### src/rtl/mem_dump_pkg.sv
// Shared types and defaults for the memory dump controller.
package mem_dump_pkg;

  localparam int ADDR_W_DEF = 16;

  // Encodings 3'd4..3'd7 are never entered; they fall back to IDLE.
  typedef enum logic [2:0] {
    ST_IDLE = 3'd0,
    ST_REQ  = 3'd1,
    ST_HOLD = 3'd2,
    ST_DONE = 3'd3,
    ST_RSVD = 3'd4
  } state_e;

endpackage

### src/rtl/mem_dump_ctrl_if.sv
// Control and memory-read signals of the dump controller.
interface mem_dump_ctrl_if
  import mem_dump_pkg::*;
#(
  parameter int ADDR_W = ADDR_W_DEF
);
  logic              start;
  logic              stop;
  logic              step;
  logic              auto;
  logic [ADDR_W-1:0] first_addr;
  logic [ADDR_W-1:0] last_addr;
  logic              rd_req;
  logic [ADDR_W-1:0] rd_addr;
  logic              rd_ack;
  logic              busy;
  logic              done;

  modport master (
    output start, stop, step, auto, first_addr, last_addr, rd_ack,
    input  rd_req, rd_addr, busy, done
  );

  modport slave (
    input  start, stop, step, auto, first_addr, last_addr, rd_ack,
    output rd_req, rd_addr, busy, done
  );
endinterface

### src/rtl/dwell_timer.sv
// Hold-time counter for auto-advance; expire_o flags the last cycle of the dwell.
module dwell_timer #(
  parameter int DWELL = 50_000_000
) (
  input  logic clk,
  input  logic reset,
  input  logic clear_i,
  input  logic enable_i,
  output logic expire_o
);
  localparam int CNT_W = $clog2(DWELL);
  localparam logic [CNT_W-1:0] CNT_LAST = CNT_W'(DWELL - 1);

  logic [CNT_W-1:0] cnt_q;

  always_ff @(posedge clk or posedge reset) begin
    if (reset) begin
      cnt_q <= '0;
    end else if (clear_i) begin
      cnt_q <= '0;
    end else if (enable_i) begin
      if (cnt_q == CNT_LAST) cnt_q <= '0;
      else                   cnt_q <= cnt_q + {{(CNT_W-1){1'b0}}, 1'b1};
    end else begin
      cnt_q <= cnt_q;
    end
  end

  assign expire_o = enable_i && (cnt_q == CNT_LAST);
endmodule

### src/rtl/mem_dump_ctrl.sv
// Walks an address range issuing memory reads, advancing on step or (with
// MEM_DUMP_AUTO_EN defined) after a fixed dwell time in auto mode.
module mem_dump_ctrl
  import mem_dump_pkg::*;
#(
  parameter int ADDR_W = ADDR_W_DEF,
  parameter int DWELL  = 50_000_000
) (
  input logic           clk,
  input logic           reset,
  mem_dump_ctrl_if.slave bus
);
  state_e            state_q, state_d;
  logic [ADDR_W-1:0] addr_q, addr_d;
  logic [ADDR_W-1:0] first_q, last_q;
  logic              rd_req_q, busy_q, done_q;
  logic              expire_s;
  logic              advance_s;

`ifdef MEM_DUMP_AUTO_EN
  dwell_timer #(.DWELL(DWELL)) u_dwell (
    .clk      (clk),
    .reset    (reset),
    .clear_i  ((state_q != ST_HOLD) || !bus.auto),
    .enable_i ((state_q == ST_HOLD) && bus.auto),
    .expire_o (expire_s)
  );
`else
  logic unused_cfg_s;
  assign unused_cfg_s = bus.auto ^ DWELL[0];
  assign expire_s     = 1'b0;
`endif

  // A coincident step and dwell expiry collapse into a single advance.
  assign advance_s = bus.step || expire_s;

  always_comb begin
    state_d = state_q;
    addr_d  = addr_q;
    case (state_q)
      ST_IDLE: begin
        if (bus.start) begin
          state_d = ST_REQ;
          addr_d  = bus.first_addr;
        end else begin
          state_d = ST_IDLE;
        end
      end
      ST_REQ: begin
        if (bus.stop)        state_d = ST_IDLE;
        else if (bus.rd_ack) state_d = ST_HOLD;
        else                 state_d = ST_REQ;
      end
      ST_HOLD: begin
        if (bus.stop) begin
          state_d = ST_IDLE;
        end else if (advance_s) begin
          if (addr_q == last_q) begin
            state_d = ST_DONE;
          end else begin
            state_d = ST_REQ;
            addr_d  = addr_q + {{(ADDR_W-1){1'b0}}, 1'b1};
          end
        end else begin
          state_d = ST_HOLD;
        end
      end
      ST_DONE: state_d = ST_IDLE;
      default: state_d = ST_IDLE;
    endcase
  end

  // Outputs are registered from the next state so they line up with state_q.
  always_ff @(posedge clk or posedge reset) begin
    if (reset) begin
      state_q  <= ST_IDLE;
      addr_q   <= '0;
      first_q  <= '0;
      last_q   <= '0;
      rd_req_q <= 1'b0;
      busy_q   <= 1'b0;
      done_q   <= 1'b0;
    end else begin
      state_q  <= state_d;
      addr_q   <= addr_d;
      if (state_q == ST_IDLE && bus.start) begin
        first_q <= bus.first_addr;
        last_q  <= bus.last_addr;
      end else begin
        first_q <= first_q;
        last_q  <= last_q;
      end
      rd_req_q <= (state_d == ST_REQ);
      busy_q   <= (state_d != ST_IDLE);
      done_q   <= (state_d == ST_DONE);
    end
  end

  assign bus.rd_req  = rd_req_q;
  assign bus.rd_addr = addr_q;
  assign bus.busy    = busy_q;
  assign bus.done    = done_q;
endmodule

### src/flat_wrapper.sv
// flat-port wrapper written by rule: the top's interface ports become plain ports
module mem_dump_ctrl_flat import mem_dump_pkg::*;
#(
  parameter int ADDR_W = ADDR_W_DEF,
  parameter int DWELL  = 50_000_000
)
  (clk, reset, bus_start, bus_stop, bus_step, bus_auto, bus_first_addr, bus_last_addr, bus_rd_ack, bus_rd_req, bus_rd_addr, bus_busy, bus_done);
  mem_dump_ctrl_if #(.ADDR_W(ADDR_W)) bus_i ();
  input logic clk;
  input logic reset;
  input wire logic [$bits(bus_i.start)-1:0] bus_start;
  input wire logic [$bits(bus_i.stop)-1:0] bus_stop;
  input wire logic [$bits(bus_i.step)-1:0] bus_step;
  input wire logic [$bits(bus_i.auto)-1:0] bus_auto;
  input wire logic [$bits(bus_i.first_addr)-1:0] bus_first_addr;
  input wire logic [$bits(bus_i.last_addr)-1:0] bus_last_addr;
  input wire logic [$bits(bus_i.rd_ack)-1:0] bus_rd_ack;
  output wire logic [$bits(bus_i.rd_req)-1:0] bus_rd_req;
  output wire logic [$bits(bus_i.rd_addr)-1:0] bus_rd_addr;
  output wire logic [$bits(bus_i.busy)-1:0] bus_busy;
  output wire logic [$bits(bus_i.done)-1:0] bus_done;
  assign bus_i.start = bus_start;
  assign bus_i.stop = bus_stop;
  assign bus_i.step = bus_step;
  assign bus_i.auto = bus_auto;
  assign bus_i.first_addr = bus_first_addr;
  assign bus_i.last_addr = bus_last_addr;
  assign bus_i.rd_ack = bus_rd_ack;
  assign bus_rd_req = bus_i.rd_req;
  assign bus_rd_addr = bus_i.rd_addr;
  assign bus_busy = bus_i.busy;
  assign bus_done = bus_i.done;
  mem_dump_ctrl #(.ADDR_W(ADDR_W), .DWELL(DWELL)) u_core (.clk(clk), .reset(reset), .bus(bus_i));
endmodule
### config.mk
export PLATFORM = sky130hd
export DESIGN_NAME = mem_dump_ctrl_flat
export DESIGN_NICKNAME = d
export VERILOG_FILES = /design/src/rtl/mem_dump_pkg.sv /design/src/rtl/mem_dump_ctrl_if.sv /design/src/rtl/dwell_timer.sv /design/src/rtl/mem_dump_ctrl.sv /design/src/flat_wrapper.sv
export SDC_FILE = /design/constraint.sdc
export NUM_CORES = 1
export LEC_CHECK = 0
export ABC_AREA = 1
export CORE_MARGIN = 3
export CORE_UTILIZATION = 40
export DETAILED_ROUTE_END_ITERATION = 8
export GPL_TIMING_DRIVEN = 0
export PLACE_DENSITY_LB_ADDON = 0.15
export SETUP_SLACK_MARGIN = 0.2
export SYNTH_ARGS = -nofsm -noshare
export SYNTH_HDL_FRONTEND = slang
export SYNTH_SLANG_ARGS = --single-unit
export TNS_END_PERCENT = 20
### constraint.sdc
create_clock -name clk -period 3.05 [get_ports clk]
set_clock_uncertainty 0.2 [all_clocks]
set_input_delay 0.305 -clock clk [delete_from_list [all_inputs] [get_ports clk]]
set_output_delay 0.305 -clock clk [all_outputs]
set_load 0.03 [all_outputs]
==> results of run 1 <==
[cell usage after synthesis]
master and count:
sky130_fd_sc_hd__mux2i_1 2, sky130_fd_sc_hd__nand2_4 1, sky130_fd_sc_hd__nand4_1 6, sky130_fd_sc_hd__nand3_4 1
sky130_fd_sc_hd__nor2_2 1, sky130_fd_sc_hd__clkbuf_1 3, sky130_fd_sc_hd__a21oi_1 18, sky130_fd_sc_hd__nor2_4 2
sky130_fd_sc_hd__a21boi_0 1, sky130_fd_sc_hd__nand2_1 131, sky130_fd_sc_hd__o21ai_0 4, sky130_fd_sc_hd__buf_2 4
sky130_fd_sc_hd__o21ai_1 4, sky130_fd_sc_hd__nor2_1 37, sky130_fd_sc_hd__nor3b_1 1, sky130_fd_sc_hd__buf_6 2
sky130_fd_sc_hd__nor4_1 1, sky130_fd_sc_hd__nand3_1 32, sky130_fd_sc_hd__o31ai_1 1, sky130_fd_sc_hd__nor3_2 2
sky130_fd_sc_hd__dfrtp_1 37, sky130_fd_sc_hd__inv_2 6, sky130_fd_sc_hd__inv_1 36, sky130_fd_sc_hd__nor3_1 4
sky130_fd_sc_hd__ha_1 1, sky130_fd_sc_hd__xor2_1 1
[flip-flops by register name, summed over array words and instances, names as in the netlist]
name and count:
u_core.bus.rd_req 1, u_core.state_q 2, u_core.bus.done 1, u_core.bus.rd_addr 16, u_core.last_q 16, u_core.bus.busy 1
[final cells by class]
type	count	area, sq um
repair buffers	56	561
clock buffers	7	86.3
fillers	509	2270
flip-flops and latches	37	926
inverters	42	158
well taps	70	87.6
multi-input cells	251	1130
plain buffers	9	53.8
clock inverters	1	30.0
[stage by stage]
stage | setup WS, ps | cells
after floorplan | 1200 | 339
after global placement | 811 | 465
after detailed placement | 1060 | 465
after CTS | 1010 | 473
after global routing | 957 | 473
final | 1000 | 473
[cell families (layout without fill, tap and decap cells)]
kind of cell               after synthesis  in the layout  synth area share [%]
DFF                                     37             37                  40.9
muxes                                    2              2                 0.885
and+or+nand+nor                        219            219                  41.5
AOI/OAI and AO/OA                       28             28                  6.41
adders and majority gates                1              1                 0.553
xor gates and xnor gates                 1              1                 0.387
buffers and inverters                   51            115                  9.34
[per-layer routing]
layer	vias to the layer above	wire length, microns	share of wire, %	track usage [%]
met5	-	0	0	0
met1	1057	2750	45	26.8
met4	0	87	1.4	7.77
met3	8	483	7.9	3.55
li1	1184	-	-	-
met2	81	2800	46	31.4
[cell usage in the layout (no fill, tap or decap), drive strengths merged, types with 2 or more instances in the layout]
cell type      count
a21oi             18
buf                6
clkbuf            10
clkdlybuf4s50     56
dfrtp             37
inv               42
mux2i              2
nand2            132
nand3             33
nand4              6
nor2              40
nor3               6
o21ai              8
[power groups by stage]
stage	clock network (uW)	registers (uW)	logic, uW
2_1_floorplan	0	885	422
3_3_place_gp	0	776	851
3_5_place_dp	0	777	866
4_1_cts	453	768	868
5_1_grt	479	791	961
6_report	443	768	861
[worst min path at each step]
stage / startpoint / endpoint / slack [ps] / cells past startpoint
6_report: reset / u_core.last_q[2] / 270 / 2
5_1_grt: reset / u_core.last_q[2] / 360 / 2
4_1_cts: reset / u_core.last_q[7] / 310 / 2
3_5_place_dp: u_core.last_q[5] / u_core.last_q[5] / 330 / 2
3_3_place_gp: u_core.last_q[5] / u_core.last_q[5] / 320 / 2
2_1_floorplan: bus_last_addr[0] / u_core.last_q[0] / 260 / 2
==> qor.log, run 1 <==
[clock_network] Max H-tree Level 2
[detailed_routing] count of antenna-violating nets left after detailed routing 0
[setup_path] Crit. End Element output pin
[power] P per Cell Area 684 nW/um^2
[setup_path] slack of the worst reg-to-reg path 1120 ps
[layout] post-layout util 57.1%
[detailed_routing] DRC viols 0
[layout] final standard cell area without fillers 3030 sq um
[die] number of top-level design ports 58
[run_status] result of the run finished clean
[setup_path] R2R Path Start u_core.bus.rd_addr[0]
[setup_path] Worst EP arrival 1540 ps
[setup_path] Setup Crit Path Kind reg -> out
[timing] setup violation total in the final timing report 0
[synthesis] number of warnings printed during yosys synthesis 0
[power] sequential cell fraction of total power 37.1%
[min_path] classification of the worst-slack hold path in -> async
[grt] global-route wire length before repair 9870 microns
[clock_network] clock network latency to the later pin of the worst-skew pair 290 ps
[timing] Final Max Tran Viols 0
[clock_network] buffers inserted during post-CTS setup optimization 0
[timing] Slew headroom 48.7%
[grt] grt ovf 0
[placement] dpl cell area 2910 sq um
[setup_path] series of cell instances along the critical path clkdlybuf4s50_1
[power] share of power burned in the clock network 21.4%
[setup_path] Worst setup endpoint bus_rd_addr[8]
[setup_path] CP Launch Point u_core.bus.rd_addr[8]
[die] DIE WIDTH 81.2 microns
[clock_network] Hold Buf Count CTS 0
[power] Logic pwr share 41.5%
[die] overall die area 6600 sq um
[setup_path] delay of the slowest cell on the worst path 740 ps
[clock_network] CTS Sinks 37
[timing] Achievable Freq 488 MHz
[synthesis] Syn Std Cell Area 2260 sq um
[setup_path] sort of element at the start of the critical path register
[clock_network] CTS root buf sky130_fd_sc_hd__clkbuf_8
[placement] last weighted congestion value of the routability-driven placer 0.827
[setup_path] buffer and inverter count on the worst path 1
[setup_path] capturing point of the worst reg2reg path u_core.bus.rd_addr[12]
[power] Switching Share 40.9%
[placement] Buffers on Ports 56
[timing] fin crit period 2050 ps
[grt] largest net degree at the start of global routing 38
[setup_path] number of cells on the worst reg-to-reg path 8
[synthesis] cell types occupying the most area after synthesis sky130_fd_sc_hd__dfrtp_1, sky130_fd_sc_hd__nand2_1, sky130_fd_sc_hd__nand3_1
[timing] worst slew pin tran 769 ps
[die] core outline area 5300 sq um
[detailed_routing] Vias per Instance 4.93
[clock_network] clock-pin transition on the worst setup and hold timing paths 70 ps
[power] Max IR drop VDD 0.000355 V
[layout] number of nets in the layout 442
[timing] setup repair after global routing missed its margin no
[synthesis] instance count of the mapped netlist 339
[die] Core Rows 26
[timing] final sum of negative setup slack 0 ps
[synthesis] top-area cell type share of the netlist area 40.9%
[setup_path] Worst path top cell family by delay buffers and inverters
[die] chip height 81.2 microns
[clock_network] number of instances resized during post-cts repair 0
[synthesis] syn_nets 379
[layout] Antenna Cells 0
[setup_path] required time reported for the critical path endpoint 2540 ps
[timing] minimum hold slack 271 ps
[detailed_routing] average wire per standard cell 12.9 microns
[synthesis] share of the yosys chip area belonging to registers 40.9%
[detailed_routing] routed wire length 6120 microns
[detailed_routing] violation count after the first detailed-route iteration 113
[power] sw power 847 uW
[layout] area grow syn2layout 33.8%
[clock_network] clock tree from TritonCTS done
[clock_network] Clock Path Buffers 2
[synthesis] biggest area consumer among synthesized cells sky130_fd_sc_hd__dfrtp_1
[timing] final hold violation count 0
[placement] detailed placement HPWL 4550 microns
[power] Internal Power 1220 uW
[synthesis] distinct cell type count after synthesis 26
[grt] antenna violations before repair 0
[setup_path] critical path depth 1
[grt] global router's overall resource usage 19.8%
[setup_path] Crit Path Max Fanout 8
[setup_path] slowest stage cell, crit path sky130_fd_sc_hd__clkdlybuf4s50_1
[grt] number of global-route vias before repair 2105
[timing] final worst-path cycle share 67.2%
[layout] layout cell share with drive strength beyond 1 6.70%
[power] static leakage 0.00153 uW
[synthesis] Post-Synthesis Mean Instance Area 6.68 sq um
[flow_run] # Max-Cap Violations 0
[detailed_routing] Pre-antenna DRT Iters 4
[clock_network] number of CTS-inserted buffers 5
[detailed_routing] Via Count 2330
[power] PnR Total Power 2070 uW
[synthesis] Seq cells post-synth 37
[die] initial core utilization 42.7%
Power figures use the tool's default switching activity.
==> run 2: changes to the inputs <==
clock period = 1.75 ns   (was 3.05 ns; I/O delays follow)
==> run 2 against run 1 <==
Total power is 77% higher. Global-route usage is 0.56 points higher. Sequential share of layout area down 1.7 points. Combinational power rose by 94%. Critical path type is now reg -> reg. Critical endpoint is now u_core.bus.rd_addr[8]. Largest cell class unchanged.
==> qor.log, run 2 (same netlist as run 1, synthesis figures left out) <==
[run_status] result of the run finished clean
[power] Max IR drop VDD 0.000574 V
[die] chip height 81.2 microns
[detailed_routing] average wire per standard cell 13.9 microns
[grt] largest net degree at the start of global routing 38
[clock_network] Max H-tree Level 2
[clock_network] clock network latency to the later pin of the worst-skew pair 290 ps
[layout] Antenna Cells 0
[detailed_routing] DRC viols 0
[grt] global router's overall resource usage 20.4%
[setup_path] Setup Crit Path Kind reg -> reg
[min_path] classification of the worst-slack hold path in -> async
[clock_network] clock-pin transition on the worst setup and hold timing paths 70 ps
[layout] commonest cells after routing, fill and taps aside sky130_fd_sc_hd__nand2_1, sky130_fd_sc_hd__clkdlybuf4s50_1, sky130_fd_sc_hd__nor2_1, sky130_fd_sc_hd__nand3_1, sky130_fd_sc_hd__inv_1
[setup_path] Crit. End Element register
[setup_path] slack of the worst reg-to-reg path 8 ps
[layout] number of nets in the layout 450
[layout] area grow syn2layout 44.5%
[detailed_routing] Via Count 2432
[power] P per Cell Area 1120 nW/um^2
[grt] grt ovf 0
[detailed_routing] count of antenna-violating nets left after detailed routing 0
[grt] global-route wire length before repair 10300 microns
[setup_path] required time reported for the critical path endpoint 1780 ps
[timing] minimum hold slack 155 ps
[clock_network] CTS root buf sky130_fd_sc_hd__clkbuf_8
[clock_network] Clock Path Buffers 2
[placement] pre-CTS worst setup slack -72.7 ps
[layout] layout cell share with drive strength beyond 1 22.2%
[detailed_routing] Vias per Instance 5.07
[grt] antenna violations before repair 0
[die] DIE WIDTH 81.2 microns
[timing] Final Max Tran Viols 0
[power] static leakage 0.00165 uW
[timing] fin crit period 1740 ps
[timing] fin worst setup slack 8.31 ps
[detailed_routing] Pre-antenna DRT Iters 4
[die] overall die area 6600 sq um
[flow_run] # Max-Cap Violations 0
[setup_path] Worst EP arrival 1770 ps
[die] number of top-level design ports 58
[timing] setup violation total in the final timing report 0
[setup_path] sort of element at the start of the critical path register
[grt] number of global-route vias before repair 2176
[layout] post-layout util 61.7%
[setup_path] number of cells on the worst reg-to-reg path 9
[layout] fin cells 480
[placement] Buffers on Ports 56
[detailed_routing] violation count after the first detailed-route iteration 124
[layout] most common cell after layout, fill and taps aside sky130_fd_sc_hd__nand2_1
[clock_network] number of CTS-inserted buffers 5
[setup_path] R2R Path Start u_core.bus.rd_addr[0]
[detailed_routing] routed wire length 6660 microns
[placement] last weighted congestion value of the routability-driven placer 0.874
[placement] detailed placement HPWL 4680 microns
[timing] Slew headroom 46.9%
[die] core outline area 5300 sq um
[setup_path] capturing point of the worst reg2reg path u_core.bus.rd_addr[8]
[placement] post-placement cell count 465
[timing] final sum of negative setup slack 0 ps
[timing] final hold violation count 0
[timing] final worst-path cycle share 99.5%
[timing] Achievable Freq 574 MHz
[clock_network] clock tree from TritonCTS done
[timing] worst slew pin tran 795 ps
[timing] setup repair after global routing missed its margin yes
[clock_network] CTS Sinks 37
[die] initial core utilization 42.7%
[die] Core Rows 26
[setup_path] Crit Path Max Fanout 7
-- run 2: cell count changes in the layout (fill, tap and decap cells not counted), moves of 11 or more --
| cell | before | now |
|---|---|---|
| sky130_fd_sc_hd__nand2_1 | 131 | 117 |
| sky130_fd_sc_hd__dfrtp_2 | 0 | 16 |
| sky130_fd_sc_hd__nand2_2 | 0 | 11 |
| sky130_fd_sc_hd__dlygate4sd2_1 | 0 | 16 |
| sky130_fd_sc_hd__clkdlybuf4s50_1 | 56 | 37 |
| sky130_fd_sc_hd__dfrtp_1 | 37 | 21 |
-- run 2: cell type report --
cell class / count / area, sq um
fill: 507 / 2030
multi-input combinational: 251 / 1260
sequential: 37 / 946
timing repair buffer: 64 / 636
inverter: 42 / 163
buffer: 9 / 87.6
tap: 70 / 87.6
clock buffer: 7 / 86.3
-- run 2: power breakdown --
group,total (uW),leakage (uW),internal (uW),switching [uW]
clock,606,0.0000443,313,293
sequential,1400,0.000418,1100,298
combinational,1670,0.00119,650,1020
-- run 2: worst max path at each step --
stage	startpoint	to	slack [ps]	cells after the start
2_1_floorplan	u_core.bus.rd_addr[1]	u_core.bus.rd_addr[14]	120	8
3_3_place_gp	reset	u_core.bus.rd_addr[2]	-480	2
3_5_place_dp	bus_start	u_core.last_q[7]	-70	4
4_1_cts	u_core.bus.rd_addr[1]	u_core.bus.rd_addr[1]	30	10
5_1_grt	u_core.bus.rd_addr[0]	u_core.bus.rd_addr[8]	-100	9
6_report	u_core.bus.rd_addr[0]	u_core.bus.rd_addr[8]	8	9
-- run 2: through the flow --
| step | instance area, sq um | power (uW) |
|---|---|---|
| 2_1_floorplan | 2330 | 2350 |
| 3_3_place_gp | 2970 | 2910 |
| 3_5_place_dp | 2970 | 2950 |
| 4_1_cts | 3090 | 3500 |
| 5_1_grt | 3270 | 3950 |
| 6_report | 3270 | 3670 |
-- run 2: repair_timing --
item / 4_1_cts / 5_1_grt
buffers inserted: 0 / 6
hold endpoints to repair: 0 / 0
cloned: 0 / 2
pin swaps: 12 / 15
hold buffers: 0 / 0
gates resized for setup: 39 / 30
endpoints found under the setup margin: 56 / 49
-- run 2: layer usage --
metal / GRT usage (%) / vias up / wire length [microns]
met4: 4.73 / 0 / 63
met1: 27.6 / 1131 / 2790
met3: 4.43 / 7 / 614
met2: 33.3 / 85 / 3190
li1: - / 1209 / -
met5: 0 / - / 0
-- run 2: worst max-delay path, cell delays in order (launching register included) --
cell and delay [ps]:
sky130_fd_sc_hd__dfrtp_2 480, sky130_fd_sc_hd__ha_4 180, sky130_fd_sc_hd__nand2_4 70, sky130_fd_sc_hd__nor3_4 270, sky130_fd_sc_hd__inv_2 70, sky130_fd_sc_hd__o21ai_2 140, sky130_fd_sc_hd__nand3_1 70, sky130_fd_sc_hd__nand2_1 70
sky130_fd_sc_hd__nand3_1 60, sky130_fd_sc_hd__nand2_1 60
==> run 3: changes to the inputs <==
CORE_MARGIN = 10   (was 3)
CTS_BUF_LIST = sky130_fd_sc_hd__clkbuf_8   (was default)
SYNTH_HIERARCHICAL = 1   (was default)
==> run 3 against run 2 <==
The flow now finishes with violations (negative setup slack). First-iteration DRC count rose by 37%. Final cell count rose by 2.1%. Via count fell by 0.49%. Hold slack got worse by 5.2 ps. Non-clock buffer count rose by 14. Global-route usage fell by 3.8 points. Routed wire length rose by 12%. Critical endpoint is now u_core/bus.rd_addr[13].
==> qor.log, run 3 <==
[placement] detailed placement HPWL 5230 microns
[timing] Achievable Freq 549 MHz
[detailed_routing] average wire per standard cell 15.3 microns
[die] Core Rows 27
[detailed_routing] violation count after the first detailed-route iteration 170
[timing] setup repair after global routing missed its margin yes
[grt] antenna violations before repair 0
[synthesis] Post-Synthesis Mean Instance Area 6.84 sq um
[detailed_routing] count of antenna-violating nets left after detailed routing 0
[synthesis] biggest area consumer among synthesized cells sky130_fd_sc_hd__dfrtp_1
[clock_network] number of CTS-inserted buffers 5
[setup_path] Worst EP arrival 1800 ps
[synthesis] instance count of the mapped netlist 330
[synthesis] Synth top cells by count sky130_fd_sc_hd__nand2_1, sky130_fd_sc_hd__dfrtp_1, sky130_fd_sc_hd__inv_1
[layout] Antenna Cells 0
[synthesis] syn_nets 370
[setup_path] slowest stage cell, crit path sky130_fd_sc_hd__dfrtp_2
[die] overall die area 9050 sq um
[die] core outline area 5510 sq um
[clock_network] Max H-tree Level 2
[power] P per Cell Area 1140 nW/um^2
[synthesis] number of enable flip-flop cells after synthesis 0
[power] static leakage 0.00166 uW
[run_status] result of the run complete, but fails checks
[layout] final standard cell area without fillers 3380 sq um
[die] DIE WIDTH 95.1 microns
[clock_network] clock tree from TritonCTS done
[timing] final hold violation count 0
[synthesis] cell types occupying the most area after synthesis sky130_fd_sc_hd__dfrtp_1, sky130_fd_sc_hd__nand2_1, sky130_fd_sc_hd__o21ai_0
[timing] fin crit period 1820 ps
[min_path] classification of the worst-slack hold path in -> async
[setup_path] series of cell instances along the critical path inv_2, nand2_1, nand2_1, nor2_1, nand2_2, nor2_2, nand2_2, nand2_4, nand2_8, buf_12, nand2_2, nand2_1
[setup_path] delay of the slowest cell on the worst path 420 ps
[grt] global router's overall resource usage 16.6%
[synthesis] share of synthesized registers carrying an async set or reset 100%
[grt] global-route wire length before repair 11900 microns
[layout] most common cell after layout, fill and taps aside sky130_fd_sc_hd__nand2_1
[setup_path] Crit. End Element register
[synthesis] Most used DFF post-synth sky130_fd_sc_hd__dfrtp_1
[power] Max IR drop VDD 0.000557 V
[layout] FILL cells 543
[timing] setup violation total in the final timing report 17
[synthesis] Syn Std Cell Area 2260 sq um
[placement] dpl cell area 2930 sq um
[run_status] failing checks negative setup slack
[synthesis] share of the yosys chip area belonging to registers 41.0%
[layout] layout cell share with drive strength beyond 1 29.7%
[synthesis] top-area cell type share of the netlist area 41.0%
[timing] Slew headroom 46.7%
[clock_network] clock network latency to the later pin of the worst-skew pair 290 ps
[setup_path] required time reported for the critical path endpoint 1730 ps
[synthesis] most common cell in the netlist sky130_fd_sc_hd__nand2_1
[timing] Final Max Tran Viols 0
[setup_path] Crit Path Max Fanout 10
[timing] fin worst setup slack -71.4 ps
[grt] largest net degree at the start of global routing 38
[synthesis] distinct cell type count after synthesis 24
[synthesis] number of warnings printed during yosys synthesis 6
[synthesis] Seq cells post-synth 37
[flow_run] # Max-Cap Violations 0
[setup_path] sort of element at the start of the critical path register
[timing] worst slew pin tran 799 ps
[detailed_routing] routed wire length 7480 microns
[timing] final sum of negative setup slack -800 ps
[placement] Buffers on Ports 56
[die] number of top-level design ports 58
[clock_network] Clock Path Buffers 2
[grt] number of global-route vias before repair 2492
[grt] grt ovf 0
[clock_network] CTS root buf sky130_fd_sc_hd__clkbuf_8
[layout] commonest cells after routing, fill and taps aside sky130_fd_sc_hd__nand2_1, sky130_fd_sc_hd__clkdlybuf4s50_1, sky130_fd_sc_hd__inv_1, sky130_fd_sc_hd__dfrtp_1
[setup_path] Setup Crit Path Kind reg -> reg
[detailed_routing] DRC viols 0
[layout] area grow syn2layout 49.6%
[layout] number of nets in the layout 457
[placement] last weighted congestion value of the routability-driven placer 0.891
[layout] post-layout util 61.3%
[timing] minimum hold slack 150 ps
[detailed_routing] Pre-antenna DRT Iters 4
[timing] final worst-path cycle share 104%
[die] chip height 95.1 microns
[detailed_routing] Via Count 2420
[clock_network] clock-pin transition on the worst setup and hold timing paths 80 ps
[detailed_routing] Vias per Instance 4.94
[die] initial core utilization 41.0%
[clock_network] CTS Sinks 37
## run 3: area by class of cell
type                       count  area [sq um]  share of cell area [%]
clock buffer                   5          68.8                    2.04
buffer                         7          72.6                    2.15
sequential                    37           946                    28.0
clock inverter                 3          13.8                   0.408
tap                           72          90.1                    2.67
multi-input combinational    244          1270                    37.7
timing repair buffer          80           747                    22.1
inverter                      42           165                    4.89
## run 3: cells by family (layout without fill, tap and decap cells)
| family | Yosys count | in the layout | synth area share (%) |
|---|---|---|---|
| and+or+nand+nor | 198 | 198 | 36.6 |
| buffers and inverters | 49 | 137 | 8.81 |
| AOI/OAI and AO/OA | 41 | 41 | 11.4 |
| DFF | 37 | 37 | 41.0 |
| xor gates and xnor gates | 3 | 3 | 1.16 |
| adders and majority gates | 1 | 1 | 0.554 |
| muxes | 1 | 1 | 0.443 |
## run 3: worst max-delay path: cells and delay by family, from the launching register on
family,cells,cell delay (ps)
buffers and inverters,2,250
AND/OR/NAND/NOR,10,850
flip-flops,1,420
## run 3: what timing repair did
action	in CTS	in global routing
resized for setup	61	21
hold buffers	0	0
pin swaps	9	10
endpoints found under the setup margin	56	42
buffers inserted	12	11
gates cloned	0	1
## run 3: routing by layer
layer,GRT usage (%),part of all wire (%),routed length (microns)
met1,19.6,41,3100
met2,28.6,51,3850
met3,4.40,6.2,466
met4,4.99,0.84,63
met5,0,0,0
## run 3: through the flow
step	total power, uW	cells	setup slack (ps)
global placement	2940	458	-480
CTS	3660	478	-27.9
detailed placement	2980	458	-264
finish	3860	490	-71.4
global route	4140	490	-185
floorplan	2350	330	64.8
## run 3: worst paths after layout
path                                   startpoint                      to  slack [ps]  depth (start not counted)
max in group asynchronous                   reset  u_core/bus.rd_addr[14]         640                          2
min in group clk                 bus_last_addr[3]        u_core/last_q[3]         240                          3
hold / removal                              reset         u_core/bus.done         150                          2
setup reg to reg           u_core/bus.rd_addr[12]  u_core/bus.rd_addr[13]         -70                         12
setup / recovery           u_core/bus.rd_addr[12]  u_core/bus.rd_addr[13]         -70                         12
hold reg to reg                 u_core/last_q[13]       u_core/last_q[13]         370                          2
## run 3: report_power, final
group	leakage [uW]	internal [uW]	switching (uW)
clock	0.0000491	270	314
sequential	0.000440	1100	240
combinational	0.00117	776	1150
